### src/rtl/signal_gen_pkg.sv
// Shared definitions for the signal generator configuration path:
// master FSM states, AXI-Lite response codes and the default protection value.
`timescale 1ns/1ps
package signal_gen_pkg;

  typedef enum logic [2:0] {
    IDLE    = 3'd0,
    WR_REQ  = 3'd1,
    WR_RESP = 3'd2,
    RD_REQ  = 3'd3,
    RD_RESP = 3'd4,
    RSP     = 3'd5,
    DRAIN   = 3'd6
  } state_e;

  localparam logic [1:0] OKAY   = 2'b00;
  localparam logic [1:0] EXOKAY = 2'b01;
  localparam logic [1:0] SLVERR = 2'b10;
  localparam logic [1:0] DECERR = 2'b11;

  localparam logic [2:0] PROT_DEFAULT = 3'b000;

endpackage

### src/rtl/signal_gen_cfg_master.sv
// Command-driven AXI-Lite master for the signal generator register block.
// One command at a time: latch it, run the AXI-Lite write or read, then
// present the result on the response port. A response that never arrives is
// reported as a timeout, and the late beat is absorbed in DRAIN afterwards.
`timescale 1ns/1ps
module signal_gen_cfg_master
  import signal_gen_pkg::*;
#(
  parameter int G_ADDR_W = 12,
  parameter int G_DATA_B = 4,
  parameter int G_DATA_W = G_DATA_B << 3,
  parameter int G_TMO_W  = 16
) (
  input  logic                i_clk,
  input  logic                i_resetn,
  // command port
  input  logic                s_cmd_valid,
  output logic                s_cmd_ready,
  input  logic                s_cmd_wr,
  input  logic [G_ADDR_W-1:0] s_cmd_addr,
  input  logic [G_DATA_W-1:0] s_cmd_data,
  input  logic [G_DATA_B-1:0] s_cmd_strb,
  // response port
  output logic                m_rsp_valid,
  input  logic                m_rsp_ready,
  output logic [G_DATA_W-1:0] m_rsp_data,
  output logic [1:0]          m_rsp_resp,
  output logic                m_rsp_tmo,
  output logic                o_busy,
  // AXI-Lite write address
  output logic                m_axil_awvalid,
  input  logic                m_axil_awready,
  output logic [G_ADDR_W-1:0] m_axil_awaddr,
  output logic [2:0]          m_axil_awprot,
  // AXI-Lite write data
  output logic                m_axil_wvalid,
  input  logic                m_axil_wready,
  output logic [G_DATA_W-1:0] m_axil_wdata,
  output logic [G_DATA_B-1:0] m_axil_wstrb,
  // AXI-Lite write response
  input  logic                m_axil_bvalid,
  output logic                m_axil_bready,
  input  logic [1:0]          m_axil_bresp,
  // AXI-Lite read address
  output logic                m_axil_arvalid,
  input  logic                m_axil_arready,
  output logic [G_ADDR_W-1:0] m_axil_araddr,
  output logic [2:0]          m_axil_arprot,
  // AXI-Lite read data
  input  logic                m_axil_rvalid,
  output logic                m_axil_rready,
  input  logic [G_DATA_W-1:0] m_axil_rdata,
  input  logic [1:0]          m_axil_rresp
);

  localparam logic [G_TMO_W-1:0] TMO_MAX = '1;
  localparam logic [G_TMO_W-1:0] TMO_ONE = G_TMO_W'(1);

  state_e                state_q,   state_d;
  logic                  cmd_rdy_q, cmd_rdy_d;
  logic                  wr_q,      wr_d;
  logic [G_ADDR_W-1:0]   addr_q,    addr_d;
  logic [G_DATA_W-1:0]   data_q,    data_d;
  logic [G_DATA_B-1:0]   strb_q,    strb_d;
  logic                  aw_pend_q, aw_pend_d;
  logic                  w_pend_q,  w_pend_d;
  logic                  ar_pend_q, ar_pend_d;
  logic [G_TMO_W-1:0]    tmo_cnt_q, tmo_cnt_d;
  logic [G_DATA_W-1:0]   rsp_data_q, rsp_data_d;
  logic [1:0]            rsp_resp_q, rsp_resp_d;
  logic                  rsp_tmo_q,  rsp_tmo_d;

  logic aw_done;
  logic w_done;

  // A request channel is finished once it was never pending or handshakes now.
  assign aw_done = !aw_pend_q || m_axil_awready;
  assign w_done  = !w_pend_q  || m_axil_wready;

  // Next-state and datapath: defaults hold every register, each state
  // overrides only what it owns.
  always_comb begin
    state_d    = state_q;
    wr_d       = wr_q;
    addr_d     = addr_q;
    data_d     = data_q;
    strb_d     = strb_q;
    aw_pend_d  = aw_pend_q;
    w_pend_d   = w_pend_q;
    ar_pend_d  = ar_pend_q;
    tmo_cnt_d  = tmo_cnt_q;
    rsp_data_d = rsp_data_q;
    rsp_resp_d = rsp_resp_q;
    rsp_tmo_d  = rsp_tmo_q;

    case (state_q)
      IDLE: begin
        if (s_cmd_valid && cmd_rdy_q) begin
          wr_d   = s_cmd_wr;
          addr_d = s_cmd_addr;
          data_d = s_cmd_data;
          strb_d = s_cmd_strb;
          if (s_cmd_wr) begin
            aw_pend_d = 1'b1;
            w_pend_d  = 1'b1;
            state_d   = WR_REQ;
          end else begin
            ar_pend_d = 1'b1;
            state_d   = RD_REQ;
          end
        end
      end

      WR_REQ: begin
        // AW and W retire independently; move on once both are gone.
        if (aw_pend_q && m_axil_awready) aw_pend_d = 1'b0;
        if (w_pend_q && m_axil_wready)   w_pend_d  = 1'b0;
        if (aw_done && w_done) begin
          tmo_cnt_d = '0;
          state_d   = WR_RESP;
        end
      end

      WR_RESP: begin
        // A real response in the last counted cycle still beats the timeout.
        if (m_axil_bvalid) begin
          rsp_data_d = '0;
          rsp_resp_d = m_axil_bresp;
          rsp_tmo_d  = 1'b0;
          state_d    = RSP;
        end else if (tmo_cnt_q == TMO_MAX) begin
          rsp_data_d = '0;
          rsp_resp_d = OKAY;
          rsp_tmo_d  = 1'b1;
          state_d    = RSP;
        end else begin
          tmo_cnt_d = tmo_cnt_q + TMO_ONE;
        end
      end

      RD_REQ: begin
        if (m_axil_arready) begin
          ar_pend_d = 1'b0;
          tmo_cnt_d = '0;
          state_d   = RD_RESP;
        end
      end

      RD_RESP: begin
        if (m_axil_rvalid) begin
          rsp_data_d = m_axil_rdata;
          rsp_resp_d = m_axil_rresp;
          rsp_tmo_d  = 1'b0;
          state_d    = RSP;
        end else if (tmo_cnt_q == TMO_MAX) begin
          rsp_data_d = '0;
          rsp_resp_d = OKAY;
          rsp_tmo_d  = 1'b1;
          state_d    = RSP;
        end else begin
          tmo_cnt_d = tmo_cnt_q + TMO_ONE;
        end
      end

      RSP: begin
        // After a timeout the slave still owes a beat; swallow it before idling.
        if (m_rsp_ready) state_d = rsp_tmo_q ? DRAIN : IDLE;
      end

      DRAIN: begin
        if (wr_q ? m_axil_bvalid : m_axil_rvalid) state_d = IDLE;
      end

      default: state_d = IDLE;
    endcase

    // Registered so that the command port stays closed during reset and
    // opens on the first clock after release.
    cmd_rdy_d = (state_d == IDLE);
  end

  // State and datapath registers; asynchronous assert, synchronous release.
  always_ff @(posedge i_clk or negedge i_resetn) begin
    if (!i_resetn) begin
      state_q    <= IDLE;
      cmd_rdy_q  <= 1'b0;
      wr_q       <= 1'b0;
      addr_q     <= '0;
      data_q     <= '0;
      strb_q     <= '0;
      aw_pend_q  <= 1'b0;
      w_pend_q   <= 1'b0;
      ar_pend_q  <= 1'b0;
      tmo_cnt_q  <= '0;
      rsp_data_q <= '0;
      rsp_resp_q <= '0;
      rsp_tmo_q  <= 1'b0;
    end else begin
      state_q    <= state_d;
      cmd_rdy_q  <= cmd_rdy_d;
      wr_q       <= wr_d;
      addr_q     <= addr_d;
      data_q     <= data_d;
      strb_q     <= strb_d;
      aw_pend_q  <= aw_pend_d;
      w_pend_q   <= w_pend_d;
      ar_pend_q  <= ar_pend_d;
      tmo_cnt_q  <= tmo_cnt_d;
      rsp_data_q <= rsp_data_d;
      rsp_resp_q <= rsp_resp_d;
      rsp_tmo_q  <= rsp_tmo_d;
    end
  end

  assign s_cmd_ready    = cmd_rdy_q;
  assign o_busy         = (state_q != IDLE);

  assign m_rsp_valid    = (state_q == RSP);
  assign m_rsp_data     = rsp_data_q;
  assign m_rsp_resp     = rsp_resp_q;
  assign m_rsp_tmo      = rsp_tmo_q;

  assign m_axil_awvalid = aw_pend_q;
  assign m_axil_awaddr  = addr_q;
  assign m_axil_awprot  = PROT_DEFAULT;
  assign m_axil_wvalid  = w_pend_q;
  assign m_axil_wdata   = data_q;
  assign m_axil_wstrb   = strb_q;
  assign m_axil_bready  = (state_q == WR_RESP) || ((state_q == DRAIN) && wr_q);

  assign m_axil_arvalid = ar_pend_q;
  assign m_axil_araddr  = addr_q;
  assign m_axil_arprot  = PROT_DEFAULT;
  assign m_axil_rready  = (state_q == RD_RESP) || ((state_q == DRAIN) && !wr_q);

endmodule

### config.mk
export PLATFORM = sky130hd
export DESIGN_NAME = signal_gen_cfg_master
export DESIGN_NICKNAME = d
export VERILOG_FILES = /design/src/rtl/signal_gen_pkg.sv /design/src/rtl/signal_gen_cfg_master.sv
export SDC_FILE = /design/constraint.sdc
export NUM_CORES = 1
export LEC_CHECK = 0
export ABC_AREA = 0
export BUFFER_PORTS_ARGS = -buffer_cell sky130_fd_sc_hd__buf_2
export CORE_UTILIZATION = 40
export DETAILED_ROUTE_END_ITERATION = 6
export GPL_ROUTABILITY_DRIVEN = 0
export PLACE_DENSITY = 0.66
export SLEW_MARGIN = 20
export SYNTH_ARGS = -nofsm -noshare
export SYNTH_HDL_FRONTEND = slang
export SYNTH_SLANG_ARGS = --single-unit
### constraint.sdc
create_clock -name i_clk -period 1.9 [get_ports i_clk]
set_input_delay 0.19 -clock i_clk [delete_from_list [all_inputs] [get_ports i_clk]]
set_output_delay 0.19 -clock i_clk [all_outputs]
set_load 0.03 [all_outputs]
# [Word level (Yosys, flattened, before mapping)]
# Index checks and enable logic that the tools add are counted.
[totals] ff_bits=107
[classes] n_addsub=1 eq_ne=16 muxes=40 reduce_logical=25
[ops] op="$mux W32" n=3
[ops] op="$mux W16" n=5
[ops] op="$pmux W16 S4" n=1
[ops] op="$pmux W32 S2" n=1
[ops] op="$mux W3" n=9
[ops] op="$pmux W3 S7" n=1
[ops] op="$ne A2 B2 Y1 const B" n=9
[ops] op="$add A16 B1 Y16 const B" n=1
[ops] op="$eq A16 B16 Y1 const B" n=1
[ops] op="$reduce_and A4 Y1" n=3
[ops] op="$mux W1" n=11
[ops] op="$eq A3 B3 Y1 const B" n=3
[ops] op="$mux W2" n=4
[ops] op="$pmux W1 S2" n=4
[ops] op="$eq A3 B2 Y1 const B" n=2
[ops] op="$logic_and A1 B1 Y1" n=6
[ops] op="$logic_not A3 Y1" n=2
[ops] op="$reduce_bool A2 Y1" n=3
[ops] op="$reduce_and A5 Y1" n=1
[ops] op="$logic_or A1 B1 Y1" n=4
[ops] op="$pmux W2 S2" n=1
[ops] op="$reduce_bool A4 Y1" n=1
[ops] op="$eq A3 B1 Y1 const B" n=1
[ops] op="$logic_not A1 Y1" n=3
[ops] op="2 further kinds" n=2

# [Depth between registers and ports, before layout]
# Gate-level depths: netlist (run 1).
[logic_depth] ltp_word=6 depth_mapped=8 depth_no_buf=6

# [Least setup slack after synthesis (run 1)]
# OpenSTA, ideal clock, no wires.
[synth_timing] path_kind="register -> register" startpoint="reg w_pend_q, in the netlist m_axil_wvalid" endpoint="reg tmo_cnt_q[4]" setup_time_ps=78 arrival_time_ps=1854 slack_ps=-32 path_stages_with_launch=6 n_path_buf=0 period_less_slack_ps=1932 path_cell_list="dfrtp_1 -> nor2b_1 -> o311ai_4 -> nand2_2 -> or4_1 -> a21oi_1"
[synth_via] elab_chain_len=5
[synth_rtl] element="start: declaration" line_no="signal_gen_cfg_master.sv:66" source="logic w_pend_q, w_pend_d;"
[synth_rtl] element="start signal: assignment" line_no="signal_gen_cfg_master.sv:206" source="w_pend_q <= w_pend_d;"
[synth_rtl] element="$logic_not A1 Y1" line_no="signal_gen_cfg_master.sv:78" source="assign w_done = !w_pend_q || m_axil_wready;"
[synth_rtl] element="$logic_or A1 B1 Y1" line_no="signal_gen_cfg_master.sv:78"
[synth_rtl] element="$logic_and A1 B1 Y1" line_no="signal_gen_cfg_master.sv:118" source="if (aw_done && w_done) begin"
[synth_rtl] element="$ne A2 B2 Y1 (no source line)"
[synth_rtl] element="$reduce_and A5 Y1 (no source line)"
[synth_rtl] element="end signal: assignment" line_no="signal_gen_cfg_master.sv:208" source="tmo_cnt_q <= tmo_cnt_d;"
[synth_rtl] element="end: declaration" line_no="signal_gen_cfg_master.sv:68" source="logic [G_TMO_W-1:0] tmo_cnt_q, tmo_cnt_d;"
# Every way passes these cells.
# A chain may end at the register's enable or synchronous reset.

# [Worst setup path in the final report (run 1)]
# Ends and elaborated chain as after synthesis.

==> results of run 1 <==
[path summary, 6_finish.rpt]
path	cells past startpoint	start	slack [ns]	end
max	5	m_axil_wvalid$_DFFE_PN0P_	0.06	tmo_cnt_q[4]$_DFFE_PN0P_
min	2	m_axil_rdata[20]	0.06	m_rsp_data[20]$_DFFE_PN0P_
max reg2reg	5	m_axil_wvalid$_DFFE_PN0P_	0.06	tmo_cnt_q[4]$_DFFE_PN0P_
min reg2reg	1	m_rsp_data[5]$_DFFE_PN0P_	0.50	m_rsp_data[5]$_DFFE_PN0P_
max in group asynchronous	3	i_resetn	0.97	m_rsp_data[26]$_DFFE_PN0P_
min in group asynchronous	2	i_resetn	0.28	tmo_cnt_q[4]$_DFFE_PN0P_
[metal layers]
layer	track usage	routed length [um]
met1	0.242	4720
met2	0.338	5950
met3	0.0476	813
met4	0.0836	227
met5	0	0
[cell type report]
| class | count | area share |
|---|---|---|
| Clock buffer | 11 | 0.0392 |
| Timing Repair Buffer | 237 | 0.210 |
| Clock inverter | 5 | 0.0130 |
| Multi-Input combinational cell | 239 | 0.292 |
| Tap cell | 143 | 0.0278 |
| Inverter | 4 | 0.00233 |
| Sequential cell | 107 | 0.416 |
[registers in the layout (all words and copies together) (netlist names)]
register	count
s_cmd_ready	1
m_rsp_data	32
m_axil_wstrb	4
m_axil_awvalid	1
m_axil_arvalid	1
m_axil_wdata	32
m_axil_araddr	12
m_rsp_tmo	1
tmo_cnt_q	16
m_axil_wvalid	1
m_rsp_resp	2
wr_q	1
state_q	3
[cell usage after synthesis (3+ instances only)]
cell type	count
clkbuf_1	8
nor2_1	4
o21ai_1	7
buf_4	18
nand2_1	15
or3_1	7
or4_1	7
and2_1	3
and4_1	6
a21oi_1	16
dfrtp_1	107
nor2b_1	5
a22o_1	34
o31ai_1	7
mux2i_1	3
nand4_1	9
nor3_1	6
and3_1	8
buf_2	14
inv_1	4
mux2_2	49
o21ai_0	8
a31oi_1	4
nand2b_1	5
nand3_1	8
[per-stage QoR]
stage	setup TNS [ns]	total power [W]
3_3_place_gp	-0.458	0.00965
3_5_place_dp	-1.95	0.00977
5_1_grt	-0.0826	0.0126
4_1_cts	0	0.0119
6_report	0	0.0120
2_1_floorplan	0	0.00802
[power groups by stage]
stage / sequential, W / clock (W) / combinational (W)
5_1_grt: 0.00397 / 0.00221 / 0.00644
2_1_floorplan: 0.00558 / 0 / 0.00244
6_report: 0.00383 / 0.00207 / 0.00608
4_1_cts: 0.00383 / 0.00213 / 0.00595
3_5_place_dp: 0.00383 / 0 / 0.00595
3_3_place_gp: 0.00380 / 0 / 0.00585
[logic make-up (layout without fill, tap and decap cells)]
family | Yosys count | in the layout | synth area share
AOI/OAI and AO/OA | 89 | 90 | 0.138
adders and majority gates | 1 | 1 | 0.00264
buffers and inverters | 46 | 257 | 0.0576
DFF | 107 | 107 | 0.565
muxes | 52 | 52 | 0.123
other | 1 | 6 | 0.000792
and+or+nand+nor | 90 | 90 | 0.113
[layout by cell type, fill, tap and decap left out, types with 6 or more instances in the layout]
| cell | count |
|---|---|
| a22o_1 | 34 |
| clkbuf_16 | 9 |
| nand3_1 | 8 |
| or4_1 | 7 |
| o21ai_1 | 7 |
| nand4_1 | 9 |
| dfrtp_1 | 104 |
| buf_2 | 195 |
| nand2_1 | 15 |
| or3_1 | 7 |
| conb_1 | 6 |
| o31ai_1 | 7 |
| and3_1 | 6 |
| buf_4 | 35 |
| o21ai_0 | 8 |
| a21oi_1 | 14 |
| mux2_2 | 49 |
[critical path: cells and delay by family (launching register included)]
family | cells | cell delay [ns]
simple gates | 3 | 0.85
compound gates | 2 | 0.51
flops | 1 | 0.42
[what timing repair did]
item	4_1_cts	5_1_grt
gates resized for setup	3	15
hold buffers	1	0
pin swaps	0	1
buffers inserted	0	5
setup endpoints to repair	15	95
cloned	0	1
endpoints found under the hold margin	20	0
==> flow_summary.toml, run 1 <==
[floorplanning]
fp-row-count = 39
die-width_um = 111
ios = 203
core-area_um2 = 11500
initial_core_util = 0.413
die_y_um = 111
die_area_um2 = 12300

[final_layout]
nets = 693
diodes = 0
regArea_um2 = 2680
post-route-util = 0.562
syn_to_final_growth_pct = 36.1
final_area_um2 = 6440
instances_no_fill = 746
multi_input_area_um2 = 1880
fill_cells = 958
drive_gt1_frac = 0.529

[clocking]
cts_buffers = 9
cts_buffer_depth = 2
clock_sinks = 107
cts_max_level = 3
cts.clk_slew.worst_paths_ns = 0.07
tritoncts = "yes"
cts_root_buf = "clkbuf_16"
clk_latency_ns = 0.34

[detailed_routing]
ant_nets = 0
vias_per_cell = 5.29
drt_pass1_iterations = 4
num_vias = 3947
drt_iter0_drc = 215
routed_wirelength_um = 11700
route.detailed.drc = 0
drt-wirelength-per-cell_um = 15.7

[worst_setup_path]
critPathMaxStageDelay_ns = 0.55
worstPathMaxFanout = 11
arrival_ns = 2.12
slowest_stage = "or4_1"
crit_chain = "nor2b_4, o311ai_4, nand2_4, or4_1, a21oi_2"
crit_required_ns = 2.18
worst-setup-path-type = "reg -> reg"
crit_path_start_kind = "register"
endpoint_kind = "register"

[global_route]
grt_max_degree = 60
grt_use_total = 0.199
grt_overflow = 0
grt_pass1_vias = 4044
grt_first_pass_wirelength_um = 19500
antenna_found_initial = 0

[power_and_ir_drop]
static-leakage-power_nw = 3.21
vdd_ir_drop_max_v = 0.00102
p_int_w = 0.00673
p_comb_frac = 0.507
switchingPower_w = 0.00525
swShare = 0.438
power_density_nw_per_um2 = 1860
p_clk_frac = 0.173
seq_power_share = 0.320

[sta]
slew_violations = 0
max_freq_mhz = 543
final_hold_viol_count = 0
fin_crit_ns = 1.84
whs_ns = 0.0618
setup_slack_ns = 0.0597
period_share = 0.969
setup_viol = 0
rsz0062_at_grt = "yes"
fin_worst_skew_ns = 0.00940

[placement]
pre_cts_ws_ns = -0.205
place_inst = 723
placed_area_um2 = 5980
portBuffers = 196
place_hpwl_um = 8620

[hold_path]
hp-class = "in -> reg"

[logic_synthesis]
yosysWarnings = 0
syn-cell-area_um2 = 4740
syn_inst = 386
synth_top_area_share = 0.565
yosys.area.top_type = "dfrtp_1"
synth-edff-count = 0
synthArstFlopShare = 1.00
synthFlopType = "dfrtp_1"
synth-seq-cells = 107
synth_area_leaders = "dfrtp_1 (57%), mux2_2 (12%), a22o_1 (6.3%)"
synth_seq_area_share = 0.565
synth.avg_cell_area_um2 = 12.3
ys_types = 44

[flow_run]
max-cap-violations = 0

[status]
status = "finished clean"
(Power assumes the default switching activity.)
==> inputs of run 2 (changes only) <==
CORE_MARGIN = 5   (was unset)
clock period = 1.7 ns   (was 1.9 ns; I/O delays follow)
==> run 2 against run 1 <==
The run now ends with setup timing left. Register-to-register slack worse by 0.11 ns. First-iteration DRC count up 12%. Via count up 4.5%. Core utilization increased by 5.1 points. Clock skew about the same. Die area up 15%. Combinational power up 28%. Global-route usage is 1.4 points lower. Flip-flop and latch count stayed put. Final area is 9.6% higher. Worst setup slack got worse by 0.11 ns.
==> flow_summary.toml, run 2 (same netlist as run 1, synthesis figures left out) <==
[global_route]
use_met1 = 0.224
grt_first_pass_wirelength_um = 21200
grt_use_total = 0.186
grt_overflow = 0
use_met2 = 0.313
grt_use_met3 = 0.0630
grt_max_degree = 42
grt_pass1_vias = 4219
antenna_found_initial = 0
grt-busiest-layer = "met2"

[clocking]
cts_max_level = 3
clock_sinks = 107
cts_root_buf = "clkbuf_16"
cts_buffers = 9
cts.clk_slew.worst_paths_ns = 0.07
cts_buffer_depth = 2
clk_latency_ns = 0.35
tritoncts = "yes"

[detailed_routing]
ant_nets = 0
vias_per_cell = 5.23
drt-wirelength-per-cell_um = 17.4
routed_wirelength_um = 13700
num_vias = 4124
drt_iter0_drc = 241
route.detailed.drc = 0
drt_pass1_iterations = 4

[final_layout]
syn_to_final_growth_pct = 49.1
fill_cells = 931
layout_commonest_cell = "buf_2"
drive_gt1_frac = 0.591
nets = 735
diodes = 0
mostFrequentLayoutCells = "buf_2 (194), dfrtp_1 (104), buf_4 (61)"
instances_no_fill = 788
final_area_um2 = 7060

[sta]
fin_worst_skew_ns = 0.00910
setup_viol = 67
tightest_slew_ns = 0.546
final_hold_viol_count = 0
slew_violations = 0
fin_tns_setup_ns = -2.01
rsz0062_at_grt = "yes"
max_freq_mhz = 571
fin_crit_ns = 1.75
period_share = 1.03
slew_headroom = 0.636
setup_slack_ns = -0.0516

[worst_setup_path]
arrival_ns = 2.03
crit_start = "m_axil_wvalid$_DFFE_PN0P_"
endpoint_kind = "register"
crit_required_ns = 1.98
worst-setup-path-type = "reg -> reg"
worstPathMaxFanout = 3
r2r-start = "m_axil_wvalid$_DFFE_PN0P_"
crit_path_start_kind = "register"

[floorplanning]
initial_core_util = 0.411
die-width_um = 119
die_y_um = 119
ios = 203
fp-row-count = 39
core-area_um2 = 11500
die_area_um2 = 14100

[status]
status = "complete, but fails checks"
violations = "setup timing"

[placement]
portBuffers = 196
pre_cts_ws_ns = -0.176
place_inst = 748
place_hpwl_um = 9830
placed_area_um2 = 6220

[power_and_ir_drop]
switchingPower_w = 0.00620
p_comb_frac = 0.542
static-leakage-power_nw = 3.50
swShare = 0.432
power_density_nw_per_um2 = 2030
p_clk_frac = 0.163
p_int_w = 0.00814
seq_power_share = 0.295
vdd_ir_drop_max_v = 0.00134

[hold_path]
min_from = "m_axil_rdata[6]"
hp-class = "in -> reg"

[flow_run]
max-cap-violations = 0
run 2: cell count changes in the layout (fill, tap and decap cells not counted), sizes merged:
| cell | before | now |
|---|---|---|
| clkinv | 1 | 0 |
| a21oi | 18 | 17 |
| clkbuf | 11 | 16 |
| buf | 236 | 275 |
run 2: timing repair:
| action | CTS | global route |
|---|---|---|
| gates resized for setup | 28 | 23 |
| endpoints found under the setup margin | 100 | 92 |
| endpoints found under the hold margin | 36 | 0 |
| hold buffers | 1 | 0 |
| setup buffers | 10 | 5 |
| gates cloned | 1 | 7 |
| pin swaps | 16 | 9 |
run 2: per-stage QoR:
stage | hold slack [ns] | utilization | power (W)
finish | 0.0359 | 0.613 | 0.0143
global route | 0.0201 | 0.613 | 0.0151
CTS | 0.0198 | 0.588 | 0.0141
detailed placement | 0.187 | 0.540 | 0.0113
global placement | 0.176 | 0.540 | 0.0111
floorplan | -0.126 | - | 0.00909
run 2: path summary, 6_finish.rpt:
check	endpoint	slack [ns]	depth (start not counted)
worst max-delay path	tmo_cnt_q[10]$_DFFE_PN0P_	-0.05	7
worst min-delay path	m_rsp_data[6]$_DFFE_PN0P_	0.04	2
worst max register to register	tmo_cnt_q[10]$_DFFE_PN0P_	-0.05	7
worst min register to register	m_rsp_data[29]$_DFFE_PN0P_	0.49	1
max in group asynchronous	m_rsp_data[1]$_DFFE_PN0P_	0.76	3
min in group asynchronous	m_axil_wdata[3]$_DFFE_PN0P_	0.35	2
run 2: power groups by stage:
| stage | sequential, W | clock, W | combinational (W) |
|---|---|---|---|
| 2_1_floorplan | 0.00624 | 0 | 0.00285 |
| 3_3_place_gp | 0.00421 | 0 | 0.00687 |
| 3_5_place_dp | 0.00424 | 0 | 0.00702 |
| 4_1_cts | 0.00423 | 0.00241 | 0.00746 |
| 5_1_grt | 0.00439 | 0.00248 | 0.00821 |
| 6_report | 0.00423 | 0.00234 | 0.00778 |
run 2: critical path, cell delays in order (launching register included):
cell      delay [ns]
dfrtp_2         0.40
nor2b_4         0.13
o311ai_4        0.32
buf_6           0.18
buf_6           0.11
nand4_1         0.09
or3_1           0.33
a21oi_1         0.13
run 2: final cells by class:
class / instances / area (um2) / share of cell area
multi-input cells: 238 / 1980 / 0.281
repair buffers: 280 / 1860 / 0.264
inverters: 4 / 18.8 / 0.00266
well taps: 143 / 179 / 0.0253
clock buffers: 12 / 256 / 0.0363
clock inverters: 4 / 80.1 / 0.0113
flip-flops and latches: 107 / 2680 / 0.380
run 2: metal layers:
| layer | wire length [um] | vias up |
|---|---|---|
| li1 | - | 1919 |
| met3 | 1200 | 15 |
| met1 | 5470 | 2016 |
| met5 | 0 | - |
| met4 | 193 | 0 |
| met2 | 6880 | 174 |
==> inputs of run 3 (changes only) <==
==> constraint.sdc (replaced) <==
create_clock -name i_clk -period 1.7 [get_ports i_clk]
set_input_delay 0.34 -clock i_clk [delete_from_list [all_inputs] [get_ports i_clk]]
set_output_delay 0.34 -clock i_clk [all_outputs]
set_load 0.03 [all_outputs]
==> run 3 against run 2 <==
The run still ends with setup timing left. Routed wire length increased by 7.0%. Sequential power increased by 1%. Register-to-register slack got worse by 0.08 ns. Non-clock buffer count increased by 4. Critical endpoint is now m_axil_wdata[9]$_DFFE_PN0P_. Largest cell class unchanged. Largest power group unchanged. Highest routed layer unchanged.
==> flow_summary.toml, run 3 (same netlist as run 1, synthesis figures left out) <==
[final_layout]
mostFrequentLayoutCells = "buf_2 (191), dfrtp_1 (103), buf_4 (58)"
regArea_um2 = 2680
syn_to_final_growth_pct = 53.2
diodes = 0
layout_commonest_cell = "buf_2"
fill_cells = 938
drive_gt1_frac = 0.607
instances_no_fill = 792
nets = 740
final_area_um2 = 7260
multi_input_area_um2 = 2170

[global_route]
antenna_found_initial = 0
grt_use_total = 0.182
grt_first_pass_wirelength_um = 20800
grt_overflow = 0
grt_pass1_vias = 4191
grt_max_degree = 42

[floorplanning]
ios = 203
core-area_um2 = 11500
initial_core_util = 0.411
die_y_um = 119
die-width_um = 119
fp-row-count = 39
die_area_um2 = 14100

[worst_setup_path]
arrival_ns = 2.06
endpoint_kind = "register"
worstPathMaxFanout = 6
crit_chain = "buf_6, nor3_4, buf_4, and3_4, clkbuf_16, mux2_4"
r2r-start = "state_q[2]$_DFF_PN0_"
worst-setup-path-type = "reg -> reg"
critPathMaxStageDelay_ns = 0.45
regToRegEndpoint = "m_axil_wdata[9]$_DFFE_PN0P_"
slowest_stage = "dfrtp_2"
crit_required_ns = 1.93
ff2ff_path_depth = 6
crit_path_start_kind = "register"
r2r_slack_ns = -0.13

[status]
violations = "setup timing"
status = "complete, but fails checks"

[placement]
placed_area_um2 = 6230
portBuffers = 196
place_inst = 750
place_hpwl_um = 9810

[sta]
rsz0062_at_grt = "yes"
max_freq_mhz = 546
setup_slack_ns = -0.132
period_share = 1.08
fin_crit_ns = 1.83
whs_ns = 0.205
slew_violations = 0
setup_viol = 92
final_hold_viol_count = 0
fin_worst_skew_ns = 0.0116

[power_and_ir_drop]
static-leakage-power_nw = 3.66
vdd_ir_drop_max_v = 0.00128
power_density_nw_per_um2 = 2010

[flow_run]
max-cap-violations = 0

[detailed_routing]
drt-wirelength-per-cell_um = 18.6
drt_iter0_drc = 238
routed_wirelength_um = 14700
ant_nets = 0
num_vias = 4159
route.detailed.drc = 0
drt_pass1_iterations = 4
vias_per_cell = 5.25

[clocking]
clock_sinks = 107
cts_root_buf = "clkbuf_16"
cts.clk_slew.worst_paths_ns = 0.08
tritoncts = "yes"
cts_max_level = 3
cts_buffer_depth = 2
cts_buffers = 9
clk_latency_ns = 0.35

[hold_path]
hold_end = "m_rsp_data[27]$_DFFE_PN0P_"
hp-class = "in -> reg"
min_from = "m_axil_rdata[27]"
hold_depth = 2
run 3: worst max path at each step:
stage,startpoint,endpoint,slack (ns),cells past startpoint
2_1_floorplan,m_axil_wvalid$_DFFE_PN0P_,tmo_cnt_q[8]$_DFFE_PN0P_,-0.05,5
4_1_cts,state_q[1]$_DFF_PN0_,tmo_cnt_q[11]$_DFFE_PN0P_,-0.10,6
6_report,state_q[2]$_DFF_PN0_,m_axil_wdata[9]$_DFFE_PN0P_,-0.13,6
5_1_grt,m_axil_wvalid$_DFFE_PN0P_,tmo_cnt_q[4]$_DFFE_PN0P_,-0.21,6
3_3_place_gp,state_q[2]$_DFF_PN0_,m_axil_araddr[10]$_DFFE_PN0P_,-0.05,5
3_5_place_dp,state_q[1]$_DFF_PN0_,m_axil_araddr[8]$_DFFE_PN0P_,-0.11,5
run 3: area by class of cell:
cell class	count	area share
inverter	4	0.00379
clock buffer	10	0.0329
multi-input combinational	239	0.299
timing repair buffer	284	0.265
tap	143	0.0247
clock inverter	5	0.00483
sequential	107	0.370
run 3: layer usage:
metal  track usage  up-vias  share of wire  routed length (um)
met1         0.220     2037           0.42                6190
met5             0        -              0                   0
met4        0.0594        0          0.018                 272
met2         0.306      169           0.50                7290
met3        0.0621       21          0.065                 957
li1              -     1932              -                   -
run 3: where the power goes:
| group | total, W | switching (W) | internal (W) |
|---|---|---|---|
| clock | 0.00198 | 0.000948 | 0.00103 |
| sequential | 0.00429 | 0.000657 | 0.00363 |
| combinational | 0.00832 | 0.00477 | 0.00355 |
run 3: through the flow:
| stage | util | power (W) | setup slack, ns | setup TNS [ns] |
|---|---|---|---|---|
| after global routing | 0.630 | 0.0153 | -0.209 | -11.43 |
| final | 0.630 | 0.0146 | -0.132 | -5.77 |
| after global placement | 0.541 | 0.0111 | -0.0549 | -2.53 |
| after CTS | 0.575 | 0.0135 | -0.104 | -3.43 |
| after floorplan | - | 0.00909 | -0.0546 | -0.938 |
| after detailed placement | 0.541 | 0.0113 | -0.110 | -6.11 |
run 3: worst max-delay path: cells and delay by family (launching register included):
kind	cells	cell delay, ns
AND/OR/NAND/NOR	2	0.48
flip-flops	1	0.45
multiplexers	1	0.30
buffers and inverters	3	0.48
run 3: what timing repair did:
action                     CTS  global route
buffers inserted             4            13
hold buffers                 1             0
cloned                       0             9
hold endpoints to repair    15             0
resized for setup           25            98
setup endpoints to repair   97           102
pin swaps                    6            16
